`src/rtl/rom_burst_reader_pkg.sv`:
```
`default_nettype none
// ============================================================================
// rom_burst_reader_pkg : shared widths, FSM state and FIFO entry types
// Revision: 1.0
// ============================================================================
package rom_burst_reader_pkg;

  localparam int DEF_ADDR_W = 5;
  localparam int DEF_DATA_W = 4;
  localparam int DEF_LEN_W  = DEF_ADDR_W + 1;

  typedef enum logic [1:0] {
    IDLE  = 2'd0,
    ISSUE = 2'd1,
    DRAIN = 2'd2
  } state_t;

  typedef struct packed {
    logic                  last;
    logic [DEF_DATA_W-1:0] data;
  } rom_entry_t;

endpackage
`default_nettype wire

```
`src/rtl/rom_burst_reader_if.sv`:
```
`default_nettype none
// ============================================================================
// rom_burst_reader_if : request, ROM and output-stream signals of the reader
// Revision: 1.0
// ============================================================================
interface rom_burst_reader_if
  import rom_burst_reader_pkg::*;
#(
  parameter int ADDR_W = DEF_ADDR_W,
  parameter int DATA_W = DEF_DATA_W,
  parameter int LEN_W  = DEF_LEN_W
) ();

  logic              req_valid;
  logic              req_ready;
  logic [ADDR_W-1:0] req_addr;
  logic [LEN_W-1:0]  req_len;
  logic              rom_en;
  logic [ADDR_W-1:0] rom_addr;
  logic [DATA_W-1:0] rom_data;
  logic              out_valid;
  logic              out_ready;
  logic [DATA_W-1:0] out_data;
  logic              out_last;
  logic              busy;

  modport slave (
    input  req_valid, req_addr, req_len, rom_data, out_ready,
    output req_ready, rom_en, rom_addr, out_valid, out_data, out_last, busy
  );

  modport master (
    output req_valid, req_addr, req_len, rom_data, out_ready,
    input  req_ready, rom_en, rom_addr, out_valid, out_data, out_last, busy
  );

endinterface
`default_nettype wire

```
`src/rtl/rom_burst_fifo.sv`:
```
`default_nettype none
// ============================================================================
// rom_burst_fifo : 2-entry FIFO of {last, data} entries, push/pop same cycle ok
// Revision: 1.0
// ============================================================================
module rom_burst_fifo
  import rom_burst_reader_pkg::*;
(
  input  wire        clk,
  input  wire        rst,
  input  wire        i_push,
  input  wire        i_pop,
  input  rom_entry_t i_data,
  output rom_entry_t o_head,
  output logic [1:0] o_count,
  output logic       o_empty,
  output logic       o_full
);

  rom_entry_t r_mem [2];
  logic       r_wr_ptr;
  logic       r_rd_ptr;
  logic [1:0] r_count;

  always_ff @(posedge clk) begin
    if (i_push) r_mem[r_wr_ptr] <= i_data;
  end

  always_ff @(posedge clk or posedge rst) begin
    if (rst) begin
      r_wr_ptr <= 1'b0;
      r_rd_ptr <= 1'b0;
      r_count  <= 2'd0;
    end else begin
      if (i_push) r_wr_ptr <= ~r_wr_ptr;
      if (i_pop)  r_rd_ptr <= ~r_rd_ptr;
      case ({i_push, i_pop})
        2'b10:   r_count <= r_count + 2'd1;
        2'b01:   r_count <= r_count - 2'd1;
        default: r_count <= r_count;
      endcase
    end
  end

  assign o_head  = r_mem[r_rd_ptr];
  assign o_count = r_count;
  assign o_empty = (r_count == 2'd0);
  assign o_full  = (r_count == 2'd2);

endmodule
`default_nettype wire

```
`src/rtl/rom_burst_reader.sv`:
```
`default_nettype none
// ============================================================================
// rom_burst_reader : burst read initiator for a 1-cycle-latency synchronous ROM
// Optional XOR checksum beat: define ROM_BURST_READER_CHECKSUM_EN
// Revision: 1.0
// ============================================================================
module rom_burst_reader
  import rom_burst_reader_pkg::*;
#(
  parameter int ADDR_W = DEF_ADDR_W,
  parameter int DATA_W = DEF_DATA_W,
  parameter int LEN_W  = DEF_LEN_W
) (
  input wire                 clk,
  input wire                 rst,
  rom_burst_reader_if.slave  bus
);

  state_t            r_state;
  state_t            w_state_nxt;
  logic [ADDR_W-1:0] r_addr;
  logic [LEN_W-1:0]  r_remain;
  logic              r_inflight;
  logic              r_inflight_last;
  logic              w_accept;
  logic              w_req_ready;
  logic              w_issue;
  logic              w_credit_ok;
  logic              w_pop;
  logic              w_push;
  logic              w_pend_any;
  logic              w_drain_done;
  rom_entry_t        w_push_entry;
  rom_entry_t        w_head;
  logic [1:0]        w_count;
  logic              w_empty;
  logic              w_full;

  assign w_accept = bus.req_valid && w_req_ready;
  assign w_pop    = !w_empty && bus.out_ready;

  // A slot must be free once the in-flight word lands; a same-cycle pop frees one.
  assign w_credit_ok = r_inflight ? (w_empty || (w_count == 2'd1 && w_pop))
                                  : (!w_full || w_pop);

  assign w_drain_done = !r_inflight && !w_pend_any &&
                        (w_empty || (w_count == 2'd1 && w_pop));

  always_ff @(posedge clk or posedge rst) begin
    if (rst) r_state <= IDLE;
    else     r_state <= w_state_nxt;
  end

  always_comb begin
    w_state_nxt = r_state;
    w_req_ready = 1'b0;
    w_issue     = 1'b0;
    case (r_state)
      IDLE: begin
        w_req_ready = !rst;
        if (w_accept && bus.req_len != '0) w_state_nxt = ISSUE;
      end
      ISSUE: begin
        w_issue = w_credit_ok;
        if (w_credit_ok && r_remain == LEN_W'(1)) w_state_nxt = DRAIN;
      end
      DRAIN: begin
        if (w_drain_done) w_state_nxt = IDLE;
      end
      default: w_state_nxt = IDLE;
    endcase
  end

  always_ff @(posedge clk or posedge rst) begin
    if (rst) begin
      r_addr          <= '0;
      r_remain        <= '0;
      r_inflight      <= 1'b0;
      r_inflight_last <= 1'b0;
    end else begin
      r_inflight      <= w_issue;
      r_inflight_last <= w_issue && (r_remain == LEN_W'(1));
      if (w_accept) begin
        r_addr   <= bus.req_addr;
        r_remain <= bus.req_len;
      end else if (w_issue) begin
        r_addr   <= r_addr + ADDR_W'(1);
        r_remain <= r_remain - LEN_W'(1);
      end
    end
  end

`ifdef ROM_BURST_READER_CHECKSUM_EN
  logic [DATA_W-1:0] r_csum;
  logic              r_csum_pend;
  logic              w_csum_push;

  assign w_csum_push = r_csum_pend && (!w_full || w_pop);

  always_ff @(posedge clk or posedge rst) begin
    if (rst) begin
      r_csum      <= '0;
      r_csum_pend <= 1'b0;
    end else begin
      if (w_accept)        r_csum <= '0;
      else if (r_inflight) r_csum <= r_csum ^ bus.rom_data;
      r_csum_pend <= (r_csum_pend && !w_csum_push) || (r_inflight && r_inflight_last);
    end
  end

  // The checksum beat never collides with a data push: it is armed after the last return.
  assign w_push       = r_inflight || w_csum_push;
  assign w_push_entry = r_inflight ? '{last: 1'b0, data: bus.rom_data}
                                   : '{last: 1'b1, data: r_csum};
  assign w_pend_any   = r_csum_pend;
`else
  assign w_push       = r_inflight;
  assign w_push_entry = '{last: r_inflight_last, data: bus.rom_data};
  assign w_pend_any   = 1'b0;
`endif

  rom_burst_fifo u_fifo (
    .clk     (clk),
    .rst     (rst),
    .i_push  (w_push),
    .i_pop   (w_pop),
    .i_data  (w_push_entry),
    .o_head  (w_head),
    .o_count (w_count),
    .o_empty (w_empty),
    .o_full  (w_full)
  );

  assign bus.req_ready = w_req_ready;
  assign bus.rom_en    = w_issue;
  assign bus.rom_addr  = r_addr;
  assign bus.out_valid = !w_empty;
  assign bus.out_data  = w_empty ? {DATA_W{1'b0}} : w_head.data;
  assign bus.out_last  = !w_empty && w_head.last;
  assign bus.busy      = (r_state != IDLE);

endmodule
`default_nettype wire

```
`src/flat_wrapper.sv`:
```
// flat-port wrapper written by rule: the top's interface ports become plain ports
module rom_burst_reader_flat import rom_burst_reader_pkg::*;
#(
  parameter int ADDR_W = DEF_ADDR_W,
  parameter int DATA_W = DEF_DATA_W,
  parameter int LEN_W  = DEF_LEN_W
)
  (clk, rst, bus_req_valid, bus_req_addr, bus_req_len, bus_rom_data, bus_out_ready, bus_req_ready, bus_rom_en, bus_rom_addr, bus_out_valid, bus_out_data, bus_out_last, bus_busy);
  rom_burst_reader_if #(.ADDR_W(ADDR_W), .DATA_W(DATA_W), .LEN_W(LEN_W)) bus_i ();
  input wire clk;
  input wire rst;
  input wire logic [$bits(bus_i.req_valid)-1:0] bus_req_valid;
  input wire logic [$bits(bus_i.req_addr)-1:0] bus_req_addr;
  input wire logic [$bits(bus_i.req_len)-1:0] bus_req_len;
  input wire logic [$bits(bus_i.rom_data)-1:0] bus_rom_data;
  input wire logic [$bits(bus_i.out_ready)-1:0] bus_out_ready;
  output wire logic [$bits(bus_i.req_ready)-1:0] bus_req_ready;
  output wire logic [$bits(bus_i.rom_en)-1:0] bus_rom_en;
  output wire logic [$bits(bus_i.rom_addr)-1:0] bus_rom_addr;
  output wire logic [$bits(bus_i.out_valid)-1:0] bus_out_valid;
  output wire logic [$bits(bus_i.out_data)-1:0] bus_out_data;
  output wire logic [$bits(bus_i.out_last)-1:0] bus_out_last;
  output wire logic [$bits(bus_i.busy)-1:0] bus_busy;
  assign bus_i.req_valid = bus_req_valid;
  assign bus_i.req_addr = bus_req_addr;
  assign bus_i.req_len = bus_req_len;
  assign bus_i.rom_data = bus_rom_data;
  assign bus_i.out_ready = bus_out_ready;
  assign bus_req_ready = bus_i.req_ready;
  assign bus_rom_en = bus_i.rom_en;
  assign bus_rom_addr = bus_i.rom_addr;
  assign bus_out_valid = bus_i.out_valid;
  assign bus_out_data = bus_i.out_data;
  assign bus_out_last = bus_i.out_last;
  assign bus_busy = bus_i.busy;
  rom_burst_reader #(.ADDR_W(ADDR_W), .DATA_W(DATA_W), .LEN_W(LEN_W)) u_core (.clk(clk), .rst(rst), .bus(bus_i));
endmodule
```
`config.mk`:
```
export PLATFORM = sky130hd
export DESIGN_NAME = rom_burst_reader_flat
export DESIGN_NICKNAME = d
export VERILOG_FILES = /design/src/rtl/rom_burst_reader_pkg.sv /design/src/rtl/rom_burst_reader_if.sv /design/src/rtl/rom_burst_fifo.sv /design/src/rtl/rom_burst_reader.sv /design/src/flat_wrapper.sv
export SDC_FILE = /design/constraint.sdc
export NUM_CORES = 1
export LEC_CHECK = 0
export CAP_MARGIN = 20
export CELL_PAD_IN_SITES_DETAIL_PLACEMENT = 0
export CELL_PAD_IN_SITES_GLOBAL_PLACEMENT = 1
export CORE_MARGIN = 3
export CORE_UTILIZATION = 35
export DETAILED_ROUTE_END_ITERATION = 16
export PLACE_DENSITY = 0.79
export SYNTH_ARGS = -nofsm -noshare
export SYNTH_HDL_FRONTEND = slang
export SYNTH_HIERARCHICAL = 1
export SYNTH_SLANG_ARGS = --single-unit
```
`constraint.sdc`:
```
create_clock -name clk -period 1.93 [get_ports clk]
set_input_delay 0.386 -clock clk [delete_from_list [all_inputs] [get_ports clk]]
set_output_delay 0.386 -clock clk [all_outputs]
set_load 0.005 [all_outputs]
```
**Yosys cells after proc, flatten, opt, wreduce, memory -nomap -nowiden**

Memory sizes are Yosys's and may differ from the RTL's.
Cells that the tools add are included.

- Multiplexer cells: 15
- Bitwise gates (word level): 2
- Reductions and logical operators: 21
- Equal/unequal tests: 10
- Add/sub/neg operators: 4

Operators by type and width:

| operator | count |
|---|---|
| $mux 6 | 2 |
| $mux 5 | 2 |
| $logic_and 1x1->1 | 8 |
| $eq 2x1->1 const B | 3 |
| $eq 2x2->1 const B | 3 |
| $eq 6x1->1 const B | 1 |
| $mux 2 | 3 |
| $ne 2x1->1 const B | 3 |
| $pmux 2 s3 | 1 |
| $reduce_bool 2->1 | 3 |
| $reduce_bool 6->1 | 1 |
| $sub 6x1->6 const B | 1 |
| $add 5x1->5 const B | 1 |
| $mux 1 | 5 |
| $logic_not 1->1 | 4 |
| $logic_not 2->1 | 2 |
| $mux 4 | 1 |
| $pmux 2 s2 | 1 |
| $reduce_and 3->1 | 1 |
| $add 2x1->2 const B | 1 |
| $logic_or 1x1->1 | 2 |
| $not 1->1 | 2 |
| $sub 2x1->2 const B | 1 |

- Memories kept: 1
- Word-level logic and storage cells: 61
- RAM bits: 10
- Input bits: 19
- Output and inout bits: 14
- Register bits: 19

Memory list:

| memory | depth | bits a word | read ports | clocked after memory_dff | write ports | RTL line | RTL |
|---|---|---|---|---|---|---|---|
| u_core.u_fifo.r_mem | 2 | 5 | 1 | 0 | 1 | rom_burst_fifo.sv:20 | `rom_entry_t r_mem [2];` |

**Logic depth before layout (Yosys ltp)**

Gate-level depths: netlist of the first run.

- Depth in word-level cells: 9
- Mapped depth: 7
- Mapped depth without buffers: 6

**Cells and area by module**

The synthesis of the first run kept the hierarchy.

By module, submodules not included:

| module | times used | area an instance (µm²) | seq. area each (µm²) | cells an instance |
|---|---|---|---|---|
| rom_burst_reader | 1 | 928.4 | 375.4 | 102 |
| rom_burst_fifo | 1 | 551.8 | 400.4 | 33 |

**Worst setup path after synthesis of the first run**

Ideal clock, no wire load.

- Path type: flip-flop to flip-flop
- Start point: register u_core.u_fifo.r_count[0], in the netlist u_core/u_fifo/o_count[0]
- End point: register u_core.r_state[0]
- Arrival time: 1.825 ns
- Path buffers: 0
- Path slack: -0.015 ns
- Required time: 1.810 ns
- Setup time: 0.120 ns
- Cell stages (with the launch flop): 7
- Path through: dfrtp_1 > nor2_1 > inv_2 > mux2i_2 > o21ai_1 > or4b_4 > o211a_1

- Longest elaborated chain between the ends: 9

RTL lines:

| item | RTL line | RTL |
|---|---|---|
| from (decl) | rom_burst_fifo.sv:23 | `logic [1:0] r_count;` |
| from (signal assigned) | rom_burst_fifo.sv:38 | `2'b10: r_count <= r_count + 2'd1;` |
| from (signal assigned) | rom_burst_fifo.sv:39 | `2'b01: r_count <= r_count - 2'd1;` |
| from (signal assigned) | rom_burst_fifo.sv:40 | `default: r_count <= r_count;` |
| $logic_not 2->1 * | rom_burst_fifo.sv:47 | `assign o_empty = (r_count == 2'd0);` |
| via u_core.w_empty | rom_burst_reader.sv:36 | `logic w_empty;` |
| $logic_not 1->1 * | - |  |
| via bus_out_valid | flat_wrapper.sv:20 | `output wire logic [$bits(bus_i.out_valid)-1:0] bus_out_valid;` |
| $logic_and 1x1->1 * | rom_burst_reader.sv:40 | `assign w_pop = !w_empty && bus.out_ready;` |
| $logic_and 1x1->1 | rom_burst_reader.sv:43, rom_burst_reader.sv:47 |  |
| $logic_or 1x1->1 | rom_burst_reader.sv:43, rom_burst_reader.sv:47 |  |
| $mux 1 | rom_burst_reader.sv:43 | `assign w_credit_ok = r_inflight ? (w_empty \|\| (w_count == 2'd1 && w_pop))` |
| $logic_and 1x1->1 | rom_burst_reader.sv:65 | `if (w_credit_ok && r_remain == LEN_W'(1)) w_state_nxt = DRAIN;` |
| $ne 2x1->1 (no line) | - |  |
| $reduce_and 3->1 (no line) * | - |  |
| to (signal assigned) | rom_burst_reader.sv:51 | `else r_state <= w_state_nxt;` |
| to (decl) | rom_burst_reader.sv:19 | `state_t r_state;` |

Mark *: on every way through the listed nets, which the timed path passes. The rest lies on a longest branch.
A chain may end at the register's enable or synchronous reset.

==> results of run 1 <==
## kinds of logic (layout without fill, tap and decap cells)
logic type / count (synthesis) / in the layout / synth area share
DFF: 29 / 29 / 0.5241
AOI/OAI and AO/OA: 23 / 23 / 0.1116
muxes: 7 / 7 / 0.05410
and+or+nand+nor: 50 / 50 / 0.1843
adders and majority gates: 4 / 4 / 0.03381
buffers and inverters: 12 / 75 / 0.03296
xor gates and xnor gates: 10 / 10 / 0.05918
## final timing paths
check	slack [ns]	end	startpoint	cells after the start
max reg2reg	0.08	u_core/r_state[0]	u_core/u_fifo/o_count[1]	7
max in group asynchronous	0.86	u_core/r_inflight	rst	3
max	0.04	bus_out_data[1]	u_core/u_fifo/r_rd_ptr	4
min	0.47	u_core/u_fifo/r_mem[0][4]	u_core/r_inflight_last	0
min reg2reg	0.47	u_core/u_fifo/r_mem[0][4]	u_core/r_inflight_last	0
min in group asynchronous	0.50	u_core/u_fifo/r_wr_ptr	rst	3
## metrics by stage
| stage | instances | cell area (µm²) | worst slack, ns | hold WS [ns] |
|---|---|---|---|---|
| floorplan | 135 | 1483 | 0.06932 | 0.1521 |
| global placement | 230 | 1974 | -0.3963 | 0.4513 |
| detailed placement | 230 | 1974 | -0.4311 | 0.4555 |
| CTS | 244 | 2128 | -0.1284 | 0.4718 |
| global route | 248 | 2177 | -0.01430 | 0.4817 |
| finish | 248 | 2177 | 0.04087 | 0.4727 |
## timing repair
action / 4_1_cts / 5_1_grt
pin swaps: 2 / 4
endpoints found under the setup margin: 12 / 9
buffers inserted: 6 / 5
hold endpoints to repair: 0 / 0
resized for setup: 20 / 15
## per-layer routing
metal,wire length (µm),share of wire,vias to the layer above
met2,1623,0.48,38
met5,0,0,-
met3,190,0.057,5
met4,57,0.017,0
met1,1488,0.44,583
li1,-,-,594
## synthesized netlist by cell type
library cell  instances  area [µm²]
a311o_1               1       10.01
o22ai_2               1       12.51
xor2_1                8       70.07
or4_1                 1       7.510
nand3_1               6       30.03
and2b_2               1       8.760
o21ai_0               7       35.03
or3_1                 2       12.51
a21oi_1               3       15.01
nor3_1                2       10.01
or4b_4                1       13.76
ha_1                  4       50.05
inv_2                 1       3.750
a21boi_4              1       18.77
and2b_1               4       30.03
o21ai_1               2       10.01
dfrtp_1              19       475.5
nor2b_1               3       18.77
o211ai_1              6       45.04
o211a_1               1       10.01
nor4_1                1       6.260
xnor2_1               2       17.52
nand3b_1              1       7.510
mux2i_2               1       13.76
nand2b_1              2       12.51
and4_1                1       8.760
buf_2                 3       15.01
mux2_2                5       56.30
or2_2                 2       12.51
edfxtp_1             10       300.3
nor2_1                8       30.03
mux2i_1               1       10.01
and2_1                3       18.77
inv_1                 7       26.28
o311ai_0              1       8.760
nand2_1              12       45.04
clkbuf_1              1       3.750
## registers in the layout, summed over array words and instances (netlist names)
| signal | flops |
|---|---|
| u_core/bus.rom_addr | 5 |
| u_core/r_inflight | 1 |
| u_core/r_inflight_last | 1 |
| u_core/r_remain | 6 |
| u_core/r_state | 2 |
| u_core/u_fifo/o_count | 2 |
| u_core/u_fifo/r_mem | 10 |
| u_core/u_fifo/r_rd_ptr | 1 |
| u_core/u_fifo/r_wr_ptr | 1 |
## where the power goes
group	switching, mW	leakage [nW]	internal [mW]	total (mW)
combinational	0.797	0.574	1.07	1.87
clock	0.254	0.0439	0.248	0.502
sequential	0.217	0.318	0.922	1.14
## area by class of cell
class	count	area [µm²]
sequential	29	779.5
clock buffer	5	68.82
tap	50	62.56
clock inverter	3	17.52
fill	361	1852
multi-input combinational	94	691.9
inverter	8	30.03
timing repair buffer	59	526.8
==> impl_metrics.json, run 1 <==
{
  "status": "finished, final reports clean",
  "worstPathArrival_ns": 1.50,
  "post-route-period-util": 0.9788,
  "power_mw": 3.510,
  "p_leak_nw": 0.9361,
  "yosysSeqAreaShare": 0.5241,
  "syn_inst": 135,
  "critPathMaxStageDelay_ns": 0.42,
  "drc": 0,
  "wl_mm": 3.359,
  "syn-cell-area_um2": 1480,
  "path_max_fanout": 3,
  "finalNetCount": 220,
  "synth-seq-cells": 29,
  "ctsLongestPathBuffers": 2,
  "dieWidth_um": 71.03,
  "setup_viol": 0,
  "fp.dieArea_um2": 5045,
  "synth.avg_cell_area_um2": 10.96,
  "critPathRequiredTime_ns": 1.54,
  "worstSetupPathType": "reg -> out",
  "final_max_slew_viol_count": 0,
  "track_usage": 0.1470,
  "grt_setup_unrepaired": "true",
  "path_buf_inv": 2,
  "cpMaxStageDelayCell": "dfrtp_2",
  "powerDensity_nw_per_um2": 1612,
  "start_util": 0.3674,
  "use_met2": 0.2286,
  "relSlewSlack": 0.6068,
  "synth_fp_nets": 158,
  "grt_antenna_before_repair": 0,
  "worstHoldPathType": "reg -> reg",
  "yosysWarningCount": 6,
  "firstDrtPassIters": 4,
  "vias": 1220,
  "final_cell_mix": "clkdlybuf4s50_1, buf_4, dfrtp_1, nand2_1, edfxtp_1",
  "clk_latency_ns": 0.29,
  "final_common_cell": "clkdlybuf4s50_1",
  "clock_skew_ns": 0.009506,
  "overflow": 0,
  "cts_sinks": 29,
  "grt_pass1_wl_mm": 5.685,
  "setup_tns_ns": 0,
  "io_pins": 33,
  "path_cells": "buf_4 > mux2_2 > and2b_1 > dlygate4sd2_1",
  "tightest_slew_ns": 0.5891,
  "fmax_mhz": 529.3,
  "post_synth_num_cell_types": 37,
  "syn_to_final_growth_pct": 47.08,
  "place.gp.congestion": 0.9269,
  "cp_top_family": "flip-flops",
  "drtAntennaViolNets": 0,
  "tritoncts": "yes",
  "min_period_ns": 1.889,
  "numCtsBuffers": 5,
  "start_kind": "flop",
  "post_drt_wl_per_cell_um": 13.54,
  "core.rowCount": 23,
  "finalHoldViolCount": 0,
  "cts_hold_buf": 0,
  "drive_gt1_frac": 0.2929,
  "io_buffers": 32,
  "ir_worst_vdd_uv": 577.0,
  "drtIter0Drc": 19,
  "clkSlewWorstSetupHoldPaths_ns": 0.07,
  "cap_violations": 0,
  "grt_pass1_vias": 1248,
  "diodes": 0,
  "grt_busiest_layer": "met2",
  "cts-htree-levels": 2,
  "fin_util": 0.5404,
  "crit_path_end_kind": "output pin",
  "cts_root_buffer": "clkbuf_8",
  "grt_util_met3": 0.05398,
  "coreArea_um2": 4029,
  "use_met1": 0.1841,
  "vias_per_cell": 4.919,
  "die_h_um": 71.03,
  "grt_max_degree": 16,
  "post-dp-hpwl_mm": 2.450
}
No activity file was read; power rests on OpenSTA's default activity.
==> run 2: changes to the inputs <==
Settings changed: SLEW_MARGIN set to 5.
==> results of run 2 <==
Final layout, timing and power as in run 1 (identical DEF).
==> run 3: changes to the inputs <==
Settings changed: GPL_ROUTABILITY_DRIVEN set to 1.
==> results of run 3 <==
Final layout, timing and power as in run 1 (identical DEF).
